--- src/rtl/sonar_ranger_if.sv ---
// sonar_ranger_if: groups the request, echo and result signals of the
// ultrasonic ranging engine.
//   do_measure    : level request from the sweep controller
//   sonar_pulse   : raw echo line from the sensor (asynchronous)
//   sonar_trigger : trigger pulse to the sensor
//   inches        : last measured distance
//   valid         : one-cycle strobe when inches/timeout update
//   timeout       : last measurement failed
//   ready         : engine idle and accepting do_measure
// master = sweep controller / sensor side, slave = sonar_ranger.
interface sonar_ranger_if #(
    parameter int INCH_W = 9
);
    logic              do_measure;
    logic              sonar_pulse;
    logic              sonar_trigger;
    logic [INCH_W-1:0] inches;
    logic              valid;
    logic              timeout;
    logic              ready;

    modport master (
        output do_measure, sonar_pulse,
        input  sonar_trigger, inches, valid, timeout, ready
    );

    modport slave (
        input  do_measure, sonar_pulse,
        output sonar_trigger, inches, valid, timeout, ready
    );
endinterface

--- src/rtl/sonar_ranger.sv ---
// sonar_ranger: HC-SR04-class ranging engine. On do_measure it fires a
// trigger pulse, times the echo in microseconds, converts it to whole
// inches (saturating) and strobes valid for one cycle. No echo rise, or an
// echo held high too long, ends in a timeout result. A holdoff gap
// separates consecutive measurements.
// Ports:
//   clk, rst : clock (rising edge), asynchronous active-high reset
//   bus      : sonar_ranger_if.slave (do_measure, sonar_pulse in;
//              sonar_trigger, inches, valid, timeout, ready out)
// Optional feature macro SONAR_AVG_EN: when defined, inches reports the
// mean of the last 4 successful results instead of the raw measurement.
module sonar_ranger #(
    parameter int CLK_HZ      = 100_000_000,
    parameter int TRIG_US     = 10,
    parameter int US_PER_INCH = 148,
    parameter int TIMEOUT_US  = 38000,
    parameter int HOLDOFF_US  = 60000,
    parameter int INCH_W      = 9
) (
    input logic          clk,
    input logic          rst,
    sonar_ranger_if.slave bus
);
    localparam int CYC_PER_US = CLK_HZ / 1_000_000;
    localparam int TRIG_CYC   = TRIG_US * CYC_PER_US;
    localparam int CNT_MAX0   = (TRIG_CYC > TIMEOUT_US) ? TRIG_CYC : TIMEOUT_US;
    localparam int CNT_MAX    = (CNT_MAX0 > HOLDOFF_US) ? CNT_MAX0 : HOLDOFF_US;
    localparam int CNT_W      = $clog2(CNT_MAX + 1);
    localparam int PSC_W      = (CYC_PER_US > 1) ? $clog2(CYC_PER_US) : 1;
    localparam int SUB_W      = (US_PER_INCH > 1) ? $clog2(US_PER_INCH) : 1;
    localparam logic [INCH_W-1:0] INCH_MAX = '1;

    typedef enum logic [2:0] {IDLE, TRIG, WAIT_RISE, MEASURE, HOLDOFF} state_t;

    state_t            state_q, state_d;
    logic [PSC_W-1:0]  psc_q;
    logic [2:0]        sync_q;
    logic [CNT_W-1:0]  cnt_q, cnt_d;
    logic [SUB_W-1:0]  sub_q, sub_d, sub_step;
    logic [INCH_W-1:0] acc_q, acc_d, acc_step, acc_now;
    logic [INCH_W-1:0] inches_q, inches_d;
    logic              timeout_q, timeout_d;
    logic              valid_q, valid_d;
    logic              trig_q, ready_q;
    logic              us_tick, rise, fall, to_exit, ok_exit;

    // Free-running microsecond prescaler.
    assign us_tick = (psc_q == PSC_W'(CYC_PER_US - 1));

    // sync_q[1:0] is the 2-FF synchronizer, sync_q[2] the edge-detect copy.
    assign rise = sync_q[1] & ~sync_q[2];
    assign fall = ~sync_q[1] & sync_q[2];

    // One tick of the sub-inch/inch counters, saturating the inch count.
    always_comb begin
        sub_step = sub_q + 1'b1;
        acc_step = acc_q;
        if (sub_q == SUB_W'(US_PER_INCH - 1)) begin
            sub_step = '0;
            acc_step = (acc_q == INCH_MAX) ? acc_q : acc_q + 1'b1;
        end
        // The falling-edge cycle still counts its own tick, so the result
        // covers the full echo window.
        acc_now = us_tick ? acc_step : acc_q;
    end

`ifdef SONAR_AVG_EN
    logic [3:0][INCH_W-1:0] hist_q, hist_d;
    logic                   hist_full_q;
    logic [INCH_W+1:0]      sum;

    always_comb begin
        hist_d = hist_full_q ? {hist_q[2:0], acc_now} : {4{acc_now}};
        sum    = '0;
        for (int i = 0; i < 4; i++) sum = sum + {2'b00, hist_d[i]};
    end

    always_ff @(posedge clk or posedge rst) begin
        if (rst) begin
            hist_q      <= '0;
            hist_full_q <= 1'b0;
        end else if (ok_exit) begin
            hist_q      <= hist_d;
            hist_full_q <= 1'b1;
        end
    end
`endif

    always_comb begin
        state_d   = state_q;
        cnt_d     = cnt_q;
        sub_d     = sub_q;
        acc_d     = acc_q;
        inches_d  = inches_q;
        timeout_d = timeout_q;
        valid_d   = 1'b0;
        to_exit   = 1'b0;
        ok_exit   = 1'b0;
        case (state_q)
            IDLE: if (bus.do_measure) begin
                state_d = TRIG;
                cnt_d   = '0;
            end
            // Trigger width is counted in clocks, not ticks.
            TRIG: if (cnt_q == CNT_W'(TRIG_CYC - 1)) begin
                state_d = WAIT_RISE;
                cnt_d   = '0;
            end else begin
                cnt_d = cnt_q + 1'b1;
            end
            WAIT_RISE: if (rise) begin
                state_d = MEASURE;
                cnt_d   = '0;
                sub_d   = '0;
                acc_d   = '0;
            end else if (us_tick) begin
                if (cnt_q == CNT_W'(TIMEOUT_US - 1)) to_exit = 1'b1;
                else                                 cnt_d   = cnt_q + 1'b1;
            end
            // Echo fall takes priority over a coincident timeout.
            MEASURE: if (fall) begin
                ok_exit = 1'b1;
            end else if (us_tick) begin
                sub_d = sub_step;
                acc_d = acc_step;
                if (cnt_q == CNT_W'(TIMEOUT_US - 1)) to_exit = 1'b1;
                else                                 cnt_d   = cnt_q + 1'b1;
            end
            HOLDOFF: if (us_tick) begin
                if (cnt_q == CNT_W'(HOLDOFF_US - 1)) state_d = IDLE;
                else                                 cnt_d   = cnt_q + 1'b1;
            end
            default: state_d = IDLE;
        endcase

        if (to_exit || ok_exit) begin
            state_d   = HOLDOFF;
            cnt_d     = '0;
            valid_d   = 1'b1;
            timeout_d = to_exit;
        end
        if (ok_exit) begin
`ifdef SONAR_AVG_EN
            inches_d = sum[INCH_W+1:2];
`else
            inches_d = acc_now;
`endif
        end
    end

    always_ff @(posedge clk or posedge rst) begin
        if (rst) begin
            state_q   <= IDLE;
            psc_q     <= '0;
            sync_q    <= '0;
            cnt_q     <= '0;
            sub_q     <= '0;
            acc_q     <= '0;
            inches_q  <= '0;
            timeout_q <= 1'b0;
            valid_q   <= 1'b0;
            trig_q    <= 1'b0;
            ready_q   <= 1'b0;
        end else begin
            state_q   <= state_d;
            psc_q     <= us_tick ? '0 : psc_q + 1'b1;
            sync_q    <= {sync_q[1:0], bus.sonar_pulse};
            cnt_q     <= cnt_d;
            sub_q     <= sub_d;
            acc_q     <= acc_d;
            inches_q  <= inches_d;
            timeout_q <= timeout_d;
            valid_q   <= valid_d;
            trig_q    <= (state_d == TRIG);
            ready_q   <= (state_d == IDLE);
        end
    end

    assign bus.sonar_trigger = trig_q;
    assign bus.inches        = inches_q;
    assign bus.valid         = valid_q;
    assign bus.timeout       = timeout_q;
    assign bus.ready         = ready_q;
endmodule

--- src/flat_wrapper.sv ---
// flat-port wrapper written by rule: the top's interface ports become plain ports
module sonar_ranger_flat 
#(
    parameter int CLK_HZ      = 100_000_000,
    parameter int TRIG_US     = 10,
    parameter int US_PER_INCH = 148,
    parameter int TIMEOUT_US  = 38000,
    parameter int HOLDOFF_US  = 60000,
    parameter int INCH_W      = 9
)
  (clk, rst, bus_do_measure, bus_sonar_pulse, bus_sonar_trigger, bus_inches, bus_valid, bus_timeout, bus_ready);
  sonar_ranger_if #(.INCH_W(INCH_W)) bus_i ();
  input logic clk;
  input logic rst;
  input wire logic [$bits(bus_i.do_measure)-1:0] bus_do_measure;
  input wire logic [$bits(bus_i.sonar_pulse)-1:0] bus_sonar_pulse;
  output wire logic [$bits(bus_i.sonar_trigger)-1:0] bus_sonar_trigger;
  output wire logic [$bits(bus_i.inches)-1:0] bus_inches;
  output wire logic [$bits(bus_i.valid)-1:0] bus_valid;
  output wire logic [$bits(bus_i.timeout)-1:0] bus_timeout;
  output wire logic [$bits(bus_i.ready)-1:0] bus_ready;
  assign bus_i.do_measure = bus_do_measure;
  assign bus_i.sonar_pulse = bus_sonar_pulse;
  assign bus_sonar_trigger = bus_i.sonar_trigger;
  assign bus_inches = bus_i.inches;
  assign bus_valid = bus_i.valid;
  assign bus_timeout = bus_i.timeout;
  assign bus_ready = bus_i.ready;
  sonar_ranger #(.CLK_HZ(CLK_HZ), .TRIG_US(TRIG_US), .US_PER_INCH(US_PER_INCH), .TIMEOUT_US(TIMEOUT_US), .HOLDOFF_US(HOLDOFF_US), .INCH_W(INCH_W)) u_core (.clk(clk), .rst(rst), .bus(bus_i));
endmodule
--- config.mk ---
export PLATFORM = sky130hd
export DESIGN_NAME = sonar_ranger_flat
export DESIGN_NICKNAME = d
export VERILOG_FILES = /design/src/rtl/sonar_ranger_if.sv /design/src/rtl/sonar_ranger.sv /design/src/flat_wrapper.sv
export SDC_FILE = /design/constraint.sdc
export NUM_CORES = 1
export LEC_CHECK = 0
export ABC_AREA = 1
export BUFFER_PORTS_ARGS = -buffer_cell sky130_fd_sc_hd__buf_2
export CAP_MARGIN = 20
export CELL_PAD_IN_SITES_DETAIL_PLACEMENT = 0
export CELL_PAD_IN_SITES_GLOBAL_PLACEMENT = 1
export CORE_ASPECT_RATIO = 0.5
export CORE_UTILIZATION = 43
export CTS_CLUSTER_SIZE = 28
export DETAILED_ROUTE_END_ITERATION = 10
export PLACE_DENSITY_LB_ADDON = 0.1
export RECOVER_POWER = 100
export SKIP_LAST_GASP = 1
export SYNTH_ARGS = -nofsm -noshare
export SYNTH_HDL_FRONTEND = slang
export SYNTH_SLANG_ARGS = --single-unit
--- constraint.sdc ---
create_clock -name clk -period 1.88 [get_ports clk]
set_input_delay 0.188 -clock clk [delete_from_list [all_inputs] [get_ports clk]]
set_output_delay 0.188 -clock clk [all_outputs]
set_load 0.02 [all_outputs]
After elaboration in Yosys (flattened, before gate mapping)
Cells that the tools add are included.
- $add $sub $neg: 4
- bitwise logic cells: 4
- reductions and logical operators: 8
- muxes and demuxes: 37
- equal/unequal tests: 18
- operators by type and width (kind ; number):
    $mux 16 ; 9
    $pmux 16 s5 ; 1
    $mux 9 ; 5
    $eq 16x16->1 const B ; 2
    $mux 8 ; 4
    $mux 3 ; 6
    $pmux 9 s2 ; 1
    $add 16x1->16 const B ; 1
    $eq 16x10->1 const B ; 1
    $pmux 8 s2 ; 1
    $pmux 3 s5 ; 1
    $add 9x1->9 const B ; 1
    $eq 9x9->1 const B ; 1
    $add 8x1->8 const B ; 1
    $eq 8x8->1 const B ; 1
    $add 7x1->7 const B ; 1
    $eq 7x7->1 const B ; 1
    $mux 1 ; 7
    $mux 7 ; 1
    $eq 3x1->1 const B ; 2
    $eq 3x2->1 const B ; 2
    $logic_not 3->1 ; 2
    $ne 3x3->1 const B ; 2
    $reduce_bool 6->1 ; 1
    other kinds (13) ; 16
- register bits: 59
- logic and storage cells: 82
- output and inout bits: 13

Logic depth before layout (Yosys ltp)
Gate-level depths: netlist of run 1.
- word-level depth: 8
- mapped depth: 13
- mapped depth without buffers: 12

Worst setup path before layout of run 1
Ideal clock, no wire load.
- path type: register to register
- from: register u_core.cnt_q[0]
- to: register u_core.cnt_q[11]
- cell stages (with the launch flop): 13
- required time: 1.763 ns
- data arrival time: 1.456 ns
- setup time: 0.117 ns
- period minus slack after synthesis: 1.573 ns
- slack: 0.307 ns
- cells stage by stage: dfrtp_1 ha_1 nand2_1 inv_1 nand2_1 nor2_1 nand2_1 nand2_1 nand3_2 nand2_1 nand2_1 nand3_1 nand2_1
- cells in the longest elaborated chain, start to end: 8
- elaborated cells on any way between the ends: 25
- RTL lines (what ; RTL line ; text):
    from (decl) ; sonar_ranger.sv:38 ; logic [CNT_W-1:0] cnt_q, cnt_d;
    from (signal assigned) ; sonar_ranger.sv:168 ; cnt_q <= cnt_d;
    branches (longest 8 deep; another with $add 16x1->16) ; -- ;
Parallel ways; which one is timed is not known. The select of a mux whose other input is x is not followed.
A chain may end at the register's enable or synchronous reset.

Final worst setup path of run 1
- from: register u_core.cnt_q[0]
- to: register u_core.cnt_q[0]
Same word-level chain as after synthesis.

==> metrics.yaml, run 1 <==
worst_hold_path:
  min_to: "u_core.bus.sonar_trigger"
  hp-class: "in2reg"
  min_from: "bus_do_measure"
  hold_depth: 5
power:
  p_per_area_mw_per_mm2: 806.5
  power.switching_mw: 0.8739
  ir_drop_mv: 0.5770
  netSwitchingFraction_pct: 24.81
  pwr-share-clk_pct: 51.1
  p_int_mw: 2.649
  p_comb_share_pct: 9.5
  power_mw: 3.523
  seqPwrFrac_pct: 39.3
  p_leak_nw: 2.197
yosys:
  syn_avg_cell_area_um2: 7.054
  synthXorXnorAreaFrac_pct: 1.675
  synth-async-reset-ratio_pct: 100.0
  synth_cell_types: 38
  syn_area_mm2: 0.003661
  yosys.area_share.adder_pct: 1.367
  synth_edf_count: 0
  synth_compound_area_share_pct: 6.733
  synth_simple_gate_area_share_pct: 41.05
  yosysWarnings: 0
  synthFlopType: "dfrtp_1"
  ys_seq_area_share_pct: 40.33
  synth_seq_cells: 59
  synthCells: 519
  synth_top_family_by_area: "simple AND/OR/NAND/NOR gates"
  synth_mux_area_share_pct: 0
  syn-num-nets: 527
floorplanning:
  num_rows: 23
  design.die.area_mm2: 0.008909
  die_h_um: 67.25
  pin_count: 17
  initial_utilization_pct: 45.11
  fp.coreArea_mm2: 0.008115
  fp.dieW_um: 132.5
setup_path:
  ff2ff_setup_slack_ns: 0.09
  cp_max_fo: 5
  rr_startpoint: "u_core.cnt_q[0]"
  rr_worst_depth: 12
  cp.required_ns: 2.10
  cp_slowest_stage_delay_ns: 0.36
  endpoint_kind: "flop"
  timing.rr.end: "u_core.cnt_q[0]"
  crit_chain: "ha_1 -> nand2_1 -> inv_1 -> nand2_1 -> nor2_1 -> nand2_1 -> a21oi_2 -> nand2_1 -> nand2_1 -> nand2_1 -> nand2_1 -> nand2_1"
  slowest_stage: "dfrtp_1"
  crit_top_cell: "nand2_1"
  cp.arrival_ns: 2.01
  worst_setup_path_start_kind: "flop"
  critPathKind: "reg2reg"
final_layout:
  fillCellCount: 814
  fin_nets: 574
  final_area_mm2: 0.004368
  seqCellArea_mm2: 0.001476
  drive_gt1_share_pct: 16.11
  syn_to_final_growth_pct: 19.31
  multi_input_area_mm2: 0.001887
  diodes: 0
drt:
  met3_length_um: 408
  drt_wl_total_um: 8924
  wl_met2_um: 3879
  postRouteAntennaNets: 0
  post-route-drc-count: 0
  viasPerCell: 4.852
  highest_layer: "met4"
  first_pass_iters: 5
  drt_iter0_drc: 207
  wirelength_met1_um: 4489
  via_count: 3314
  avgRoutedWirePerCell_um: 13.07
clock_tree:
  cts_tree: "yes"
  cts.sinks: 59
  cts_root_buf: "clkbuf_16"
  insertion_delay_ns: 0.34
  cts_made_buffers: 9
  post_cts_buffers: 0
  htreeDepth: 3
  cts_buffer_depth: 2
  path_clk_slew_ns: 0.05
sta:
  setup_viol: 0
  hold_viol: 0
  rsz0062_at_grt: "true"
  period_share_pct: 95.37
  fmax_mhz: 557.8
  worst_clock_skew_ns: 0.006870
  slew_viol_final: 0
  final.min_clock_period_ns: 1.793
  slew_headroom_pct: 42.63
  tightest_slew_ns: 0.8595
global_route:
  grt_pass1_vias: 3127
  groute.usage.overall_pct: 22.08
  grt_overflow: 0
  grt_pass1_wl_um: 14970
  antenna_found_initial: 0
  grt_max_degree: 39
placement:
  dp.final_hpwl_um: 6493
  gp_congestion: 0.8411
  placed_cell_area_mm2: 0.004026
  portBuffers: 16
outcome:
  outcome: "completed"
run:
  max_cap_violations: 0
==> final cells by class <==
| type | count | area share, % |
|---|---|---|
| timing repair buffer | 43 | 6.130 |
| tap | 112 | 3.208 |
| clock buffer | 10 | 5.471 |
| inverter | 71 | 6.159 |
| clock inverter | 6 | 2.034 |
| multi-input combinational | 382 | 43.20 |
| sequential | 59 | 33.80 |
==> worst max-delay path by stage <==
stage,cells after the start,slack [ns],endpoint,startpoint
after CTS,12,0.04,u_core.cnt_q[9],u_core.cnt_q[0]
after global routing,12,-0.007,u_core.cnt_q[0],u_core.cnt_q[0]
after floorplan,1,0.24,u_core.acc_q[0],rst
final,12,0.09,u_core.cnt_q[0],u_core.cnt_q[0]
after detailed placement,12,0.05,u_core.cnt_q[11],u_core.cnt_q[0]
after global placement,12,0.09,u_core.cnt_q[11],u_core.cnt_q[0]
==> placed cells by master (no fill, tap or decap), types with 9 or more instances in the layout <==
master,instances
nand4_1,11
dfrtp_1,59
inv_2,10
clkbuf_1,13
buf_4,21
clkbuf_16,9
nor2_1,59
inv_1,60
nand2_2,9
o21ai_0,16
nand3_1,54
nand2_1,161
==> cell usage after synthesis (3+ instances only) <==
library cell	number	area (um^2)
nand3_2	5	50.05
nand3_1	54	270.3
nor2_2	8	50.05
inv_2	9	33.78
nor2_4	5	56.30
nand3b_1	5	37.54
nor2_1	58	217.7
nand2_1	163	611.8
nand2_2	8	50.05
nand4_1	11	68.82
o21ai_1	8	40.04
dfrtp_1	59	1476
xor2_1	6	52.55
a21oi_1	3	15.01
nor3_1	8	40.04
buf_6	3	33.78
inv_1	61	229.0
ha_1	4	50.05
o21ai_0	16	80.08
==> stage by stage <==
stage,utilization (%),setup slack (ns),cells,hold WS (ns),setup TNS (ns)
finish,53.82,0.08711,683,0.2947,0
global route,53.82,-0.006798,683,0.3280,-0.006798
CTS,53.90,0.04261,683,0.2866,0
detailed placement,49.61,0.05031,665,0.2566,0
global placement,49.61,0.09359,665,0.2385,0
floorplan,-,0.2357,519,0.2194,0
==> sequential cells by signal, summed over array words and instances, names as in the netlist <==
name	count
u_core.bus.valid	1
u_core.bus.inches	9
u_core.sub_q	8
u_core.sync_q	3
u_core.state_q	3
u_core.bus.ready	1
u_core.bus.sonar_trigger	1
u_core.acc_q	9
u_core.bus.timeout	1
u_core.cnt_q	16
u_core.psc_q	7
==> critical path, delay by kind of cell, from the launching register on <==
kind / cells / cell delay (ns)
and+or+nand+nor: 9 / 0.72
DFF: 1 / 0.36
adders and majority gates: 1 / 0.21
buffers and inverters: 1 / 0.10
AOI/OAI and AO/OA: 1 / 0.28
==> cells by family (layout without fill, tap and decap cells) <==
kind of cell	after synthesis	count (layout)
compound gates	41	41
xor+xnor	7	7
buf+inv	78	130
simple gates	330	330
flops	59	59
fa+ha+maj	4	4
==> routing by layer <==
layer / global-route usage, % / vias to the layer above
met1: 28.74 / 1506
met2: 36.64 / 50
met5: 0 / -
met4: 8.477 / 0
met3: 4.805 / 13
li1: - / 1745
==> power groups by stage <==
stage	Sequential, mW	Combinational (mW)	Clock (mW)
floorplan	1.41	0.221	0
global placement	1.40	0.329	0
detailed placement	1.41	0.329	0
CTS	1.39	0.336	1.83
global route	1.39	0.384	1.87
finish	1.39	0.336	1.80
==> timing repair <==
| item | CTS | global route |
|---|---|---|
| hold buffers | 2 | 0 |
| resized for setup | 0 | 11 |
| endpoints found under the setup margin | 0 | 18 |
| endpoints found under the hold margin | 22 | 0 |
No activity file was read; power rests on OpenSTA's default activity.
==> run 2, diff against run 1 <==
--- a/config.mk
+++ b/config.mk
@@ -13,4 +13,5 @@
 export CORE_ASPECT_RATIO = 0.5
 export CORE_UTILIZATION = 43
+export CTS_CLUSTER_DIAMETER = 60
 export CTS_CLUSTER_SIZE = 28
 export DETAILED_ROUTE_END_ITERATION = 10
==> constraint.sdc (replaced) <==
create_clock -name clk -period 1.88 [get_ports clk]
set_input_delay 0.094 -clock clk [delete_from_list [all_inputs] [get_ports clk]]
set_output_delay 0.094 -clock clk [all_outputs]
set_load 0.02 [all_outputs]
==> run 2 against run 1 <==
Compared with the run above:
- final area rose by 0.95%
- final cell count rose by 0.73%
- routed wire length grew 1.0%
- sequential share of layout area is 0.32 points lower
- largest power group unchanged
- register-to-register slack better by 0.04 ns
- fmax grew 2.0%
- combinational power grew 2%
- setup slack better by 0.036 ns
- sequential power about the same
- clock skew about the same
==> metrics.yaml, run 2 (synthesized netlist as in run 1, its figures left out) <==
clock_tree:
  insertion_delay_ns: 0.33
  cts_tree: "yes"
  htreeDepth: 3
  path_clk_slew_ns: 0.05
  cts_made_buffers: 9
  cts_root_buf: "clkbuf_16"
  cts.sinks: 59
  cts_buffer_depth: 2
setup_path:
  cp_slowest_stage_delay_ns: 0.35
  cp_max_fo: 5
  worst_setup_path_start_kind: "flop"
  slowest_stage: "dfrtp_1"
  cp.required_ns: 2.10
  endpoint_kind: "flop"
  cp_top_family: "simple AND/OR/NAND/NOR gates"
  crit_chain: "ha_1 -> nand3_2 -> inv_1 -> nand3_1 -> nor2_1 -> nand3_1 -> nand2_1 -> nor2_1 -> nand4_1 -> nand2_1"
  critPathKind: "reg2reg"
  cp.arrival_ns: 1.97
  path_buf_inv: 1
drt:
  drt_wl_total_um: 9016
  avgRoutedWirePerCell_um: 13.10
  postRouteAntennaNets: 0
  viasPerCell: 4.895
  first_pass_iters: 5
  via_count: 3368
  drt_iter0_drc: 169
  post-route-drc-count: 0
floorplanning:
  design.die.area_mm2: 0.008909
  fp.coreArea_mm2: 0.008115
  pin_count: 17
  num_rows: 23
  initial_utilization_pct: 45.11
  die_h_um: 67.25
  fp.dieW_um: 132.5
placement:
  placed_cell_area_mm2: 0.004054
  dp.final_hpwl_um: 6429
  portBuffers: 16
  gp_congestion: 0.8544
final_layout:
  final_area_mm2: 0.004409
  largest-register: "u_core.cnt_q"
  syn_to_final_growth_pct: 20.44
  fillCellCount: 816
  fin_nets: 579
  drive_gt1_share_pct: 16.67
  largest_reg_flops: 16
  layout_commonest_cell: "nand2_1"
  final_cell_mix: "162 x nand2_1, 60 x inv_1, 59 x dfrtp_1"
  post-route-util_pct: 54.33
  diodes: 0
sta:
  rsz0062_at_grt: "true"
  hold_ws_ns: 0.2028
  final.min_clock_period_ns: 1.757
  hold_viol: 0
  slew_viol_final: 0
  setup_viol: 0
  fmax_mhz: 569.1
  period_share_pct: 93.47
  worst_clock_skew_ns: 0.006545
  tightest_slew_ns: 0.8300
  slew_headroom_pct: 44.67
power:
  ir_drop_mv: 0.5277
  p_per_area_mw_per_mm2: 787.4
  p_leak_nw: 2.233
global_route:
  grt_pass1_wl_um: 15200
  antenna_found_initial: 0
  groute.usage.overall_pct: 22.09
  grt_pass1_vias: 3172
  grt_overflow: 0
  grt_max_degree: 34
outcome:
  outcome: "completed"
worst_hold_path:
  hp-class: "in2reg"
run:
  max_cap_violations: 0
run 2: final timing paths:
| kind | endpoint | from | cells after the start | slack, ns |
|---|---|---|---|---|
| setup / recovery | u_core.cnt_q[8] | u_core.cnt_q[0] | 10 | 0.12 |
| hold / removal | u_core.bus.sonar_trigger | bus_do_measure | 5 | 0.20 |
| setup reg to reg | u_core.cnt_q[8] | u_core.cnt_q[0] | 10 | 0.12 |
| hold reg to reg | u_core.sync_q[1] | u_core.sync_q[0] | 0 | 0.35 |
| max in group asynchronous | u_core.acc_q[6] | rst | 4 | 0.78 |
| min in group asynchronous | u_core.psc_q[0] | rst | 4 | 0.51 |
run 2: where the power goes:
| group | total [mW] | internal, mW | switching, mW | leakage (nW) |
|---|---|---|---|---|
| clock network | 1.74 | 1.16 | 0.588 | 0.159 |
| registers | 1.39 | 1.33 | 0.0587 | 0.788 |
| logic | 0.343 | 0.131 | 0.212 | 1.29 |
run 2: what timing repair did:
action	4_1_cts	5_1_grt
buffers inserted	0	2
endpoints found under the hold margin	60	0
endpoints found under the setup margin	0	27
hold buffers	2	0
resized for setup	0	11
run 2: area by class of cell:
| cell class | instances | area (um^2) | share of cell area (%) |
|---|---|---|---|
| tap | 112 | 140.1 | 3.178 |
| clock buffer | 9 | 225.2 | 5.108 |
| clock inverter | 7 | 92.59 | 2.100 |
| inverter | 71 | 269.0 | 6.101 |
| sequential | 59 | 1476 | 33.48 |
| timing repair buffer | 47 | 304.0 | 6.896 |
| multi-input combinational | 383 | 1902 | 43.13 |
run 2: stage by stage:
stage / TNS [ns] / power [mW] / setup slack, ns / cells
6_report: 0 / 3.472 / 0.1227 / 688
5_1_grt: -0.4230 / 3.625 / -0.04358 / 688
4_1_cts: 0 / 3.507 / 0.08549 / 685
3_5_place_dp: 0 / 1.737 / 0.09140 / 667
3_3_place_gp: 0 / 1.742 / 0.08161 / 667
2_1_floorplan: 0 / 1.627 / 0.3069 / 519
run 2: worst reg2reg max path: stages (launching register included):
cell and delay [ns]:
dfrtp_1 0.35, ha_1 0.21, nand3_2 0.16, inv_1 0.12
nand3_1 0.07, nor2_1 0.16, nand3_1 0.17, nand2_1 0.20
nor2_1 0.07, nand4_1 0.08, nand2_1 0.05
run 2: layer usage:
metal	routed length, um	vias up	GRT usage, %
met3	371	8	5.180
li1	-	1759	-
met2	3961	62	35.46
met5	0	-	0
met1	4581	1539	29.90
met4	102	0	6.897
==> run 3, diff against run 2 <==
Settings changed: PLACE_DENSITY_LB_ADDON 0.1 to 0.25.
==> run 3 against run 2 <==
Compared with the run above:
- sequential power is essentially flat
- worst hold slack lost 0.018 ns
- utilization is the same
- setup slack gained 0.014 ns
- die area is the same
- final area is the same
- clock skew shrank 0.0024 ns
- power shrank 0.37%
- sequential share of layout area is essentially flat
- critical endpoint is now u_core.cnt_q[4]
- largest power group unchanged
- highest routed layer unchanged
==> metrics.yaml, run 3 (synthesized netlist as in run 1, its figures left out) <==
worst_hold_path:
  hp-class: "in2reg"
  hold_depth: 5
placement:
  gp_congestion: 0.8092
  dp.final_hpwl_um: 6468
  post-place-ws_ns: 0.04093
  portBuffers: 16
global_route:
  grt_max_degree: 42
  grt_overflow: 0
  antenna_found_initial: 0
  groute.usage.overall_pct: 22.22
  grt_pass1_wl_um: 15120
  grt_pass1_vias: 3126
floorplanning:
  fp.coreArea_mm2: 0.008115
  fp.dieW_um: 132.5
  design.die.area_mm2: 0.008909
  die_h_um: 67.25
  num_rows: 23
  initial_utilization_pct: 45.11
  pin_count: 17
final_layout:
  drive_gt1_share_pct: 16.43
  syn_to_final_growth_pct: 20.44
  fin_nets: 575
  layout_commonest_cell: "nand2_1"
  largest-register: "u_core.cnt_q"
  post-route-util_pct: 54.33
  final_cell_mix: "160 x nand2_1, 60 x inv_1, 58 x nor2_1, 58 x dfrtp_1, 54 x nand3_1"
  largest_reg_flops: 16
  fillCellCount: 830
  diodes: 0
drt:
  viasPerCell: 4.978
  drt_iter0_drc: 226
  avgRoutedWirePerCell_um: 13.34
  post-route-drc-count: 0
  drt_wl_total_um: 9125
  postRouteAntennaNets: 0
  first_pass_iters: 5
  via_count: 3405
setup_path:
  endpoint_kind: "flop"
  critPathKind: "reg2reg"
  cp.required_ns: 2.10
  cp_max_fo: 7
  worst_setup_path_start_kind: "flop"
  rr_worst_depth: 11
  cp.arrival_ns: 1.97
sta:
  tightest_slew_ns: 0.7612
  rsz0062_at_grt: "true"
  period_share_pct: 92.75
  slew_headroom_pct: 49.20
  hold_viol: 0
  setup_viol: 0
  fmax_mhz: 573.5
  hold_ws_ns: 0.1848
  slew_viol_final: 0
  final.min_clock_period_ns: 1.744
  worst_clock_skew_ns: 0.004095
  setup_ws_ns: 0.1363
clock_tree:
  cts_buffer_depth: 2
  htreeDepth: 3
  cts_made_buffers: 9
  cts.sinks: 59
  cts_tree: "yes"
  cts_root_buf: "clkbuf_16"
  path_clk_slew_ns: 0.05
  insertion_delay_ns: 0.33
power:
  power_mw: 3.459
  p_per_area_mw_per_mm2: 784.5
  p_leak_nw: 2.198
  ir_drop_mv: 0.4818
outcome:
  outcome: "completed"
run:
  max_cap_violations: 0
-- run 3: cell types whose count changed in the layout (fill, tap and decap cells not counted), sizes merged --
| cell | before | now |
|---|---|---|
| clkinv | 5 | 2 |
| clkbuf | 27 | 25 |
| clkinvlp | 0 | 1 |
-- run 3: final cells by class --
class / count / area, um^2 / area share [%]
Multi-Input combinational cell: 383 / 1937 / 43.93
Sequential cell: 59 / 1478 / 33.51
Timing Repair Buffer: 43 / 275.3 / 6.243
Inverter: 71 / 269.0 / 6.101
Clock buffer: 11 / 232.7 / 5.278
Tap cell: 112 / 140.1 / 3.178
Clock inverter: 5 / 77.57 / 1.759
-- run 3: path summary, 6_finish.rpt --
check / start / endpoint / slack (ns)
min reg2reg: u_core.sync_q[0] / u_core.sync_q[1] / 0.35
max: u_core.cnt_q[1] / u_core.cnt_q[4] / 0.14
max in group asynchronous: rst / u_core.cnt_q[6] / 0.31
min: bus_do_measure / u_core.bus.sonar_trigger / 0.18
max reg2reg: u_core.cnt_q[1] / u_core.cnt_q[4] / 0.14
min in group asynchronous: rst / u_core.psc_q[0] / 0.44
-- run 3: what timing repair did --
action                                 in CTS  in global routing
setup buffers                               0                  1
setup endpoints to repair                   0                 24
gates resized for setup                     0                 18
endpoints found under the hold margin      19                  0
hold buffers                                2                  0
-- run 3: routing by layer --
layer / GRT usage (%) / share of wire (%) / vias to the layer above
met5: 0 / 0 / -
met4: 7.759 / 1.2 / 0
met3: 5.180 / 4.8 / 11
met2: 35.86 / 44 / 70
met1: 29.69 / 50 / 1573
li1: - / - / 1751
-- run 3: worst max-delay path, stage by stage, from the launching register on --
cell,delay [ns]
dfrtp_1,0.39
ha_2,0.22
nand3_2,0.17
nor2_1,0.17
nand2_1,0.11
nand2_1,0.09
nand2_2,0.08
buf_4,0.18
nand3_1,0.08
nand2_1,0.05
nand2_1,0.06
inv_1,0.04
-- run 3: power breakdown --
group	switching (mW)	total (mW)	internal, mW
Sequential	0.0637	1.39	1.33
Clock	0.584	1.74	1.15
Combinational	0.206	0.329	0.123
-- run 3: through the flow --
step             TNS, ns  instance area, um^2  instances
6_report               0                 4409        684
5_1_grt        -0.008324                 4409        684
4_1_cts                0                 4349        682
3_5_place_dp           0                 4019        664
3_3_place_gp           0                 4019        664
2_1_floorplan          0                 3661        519
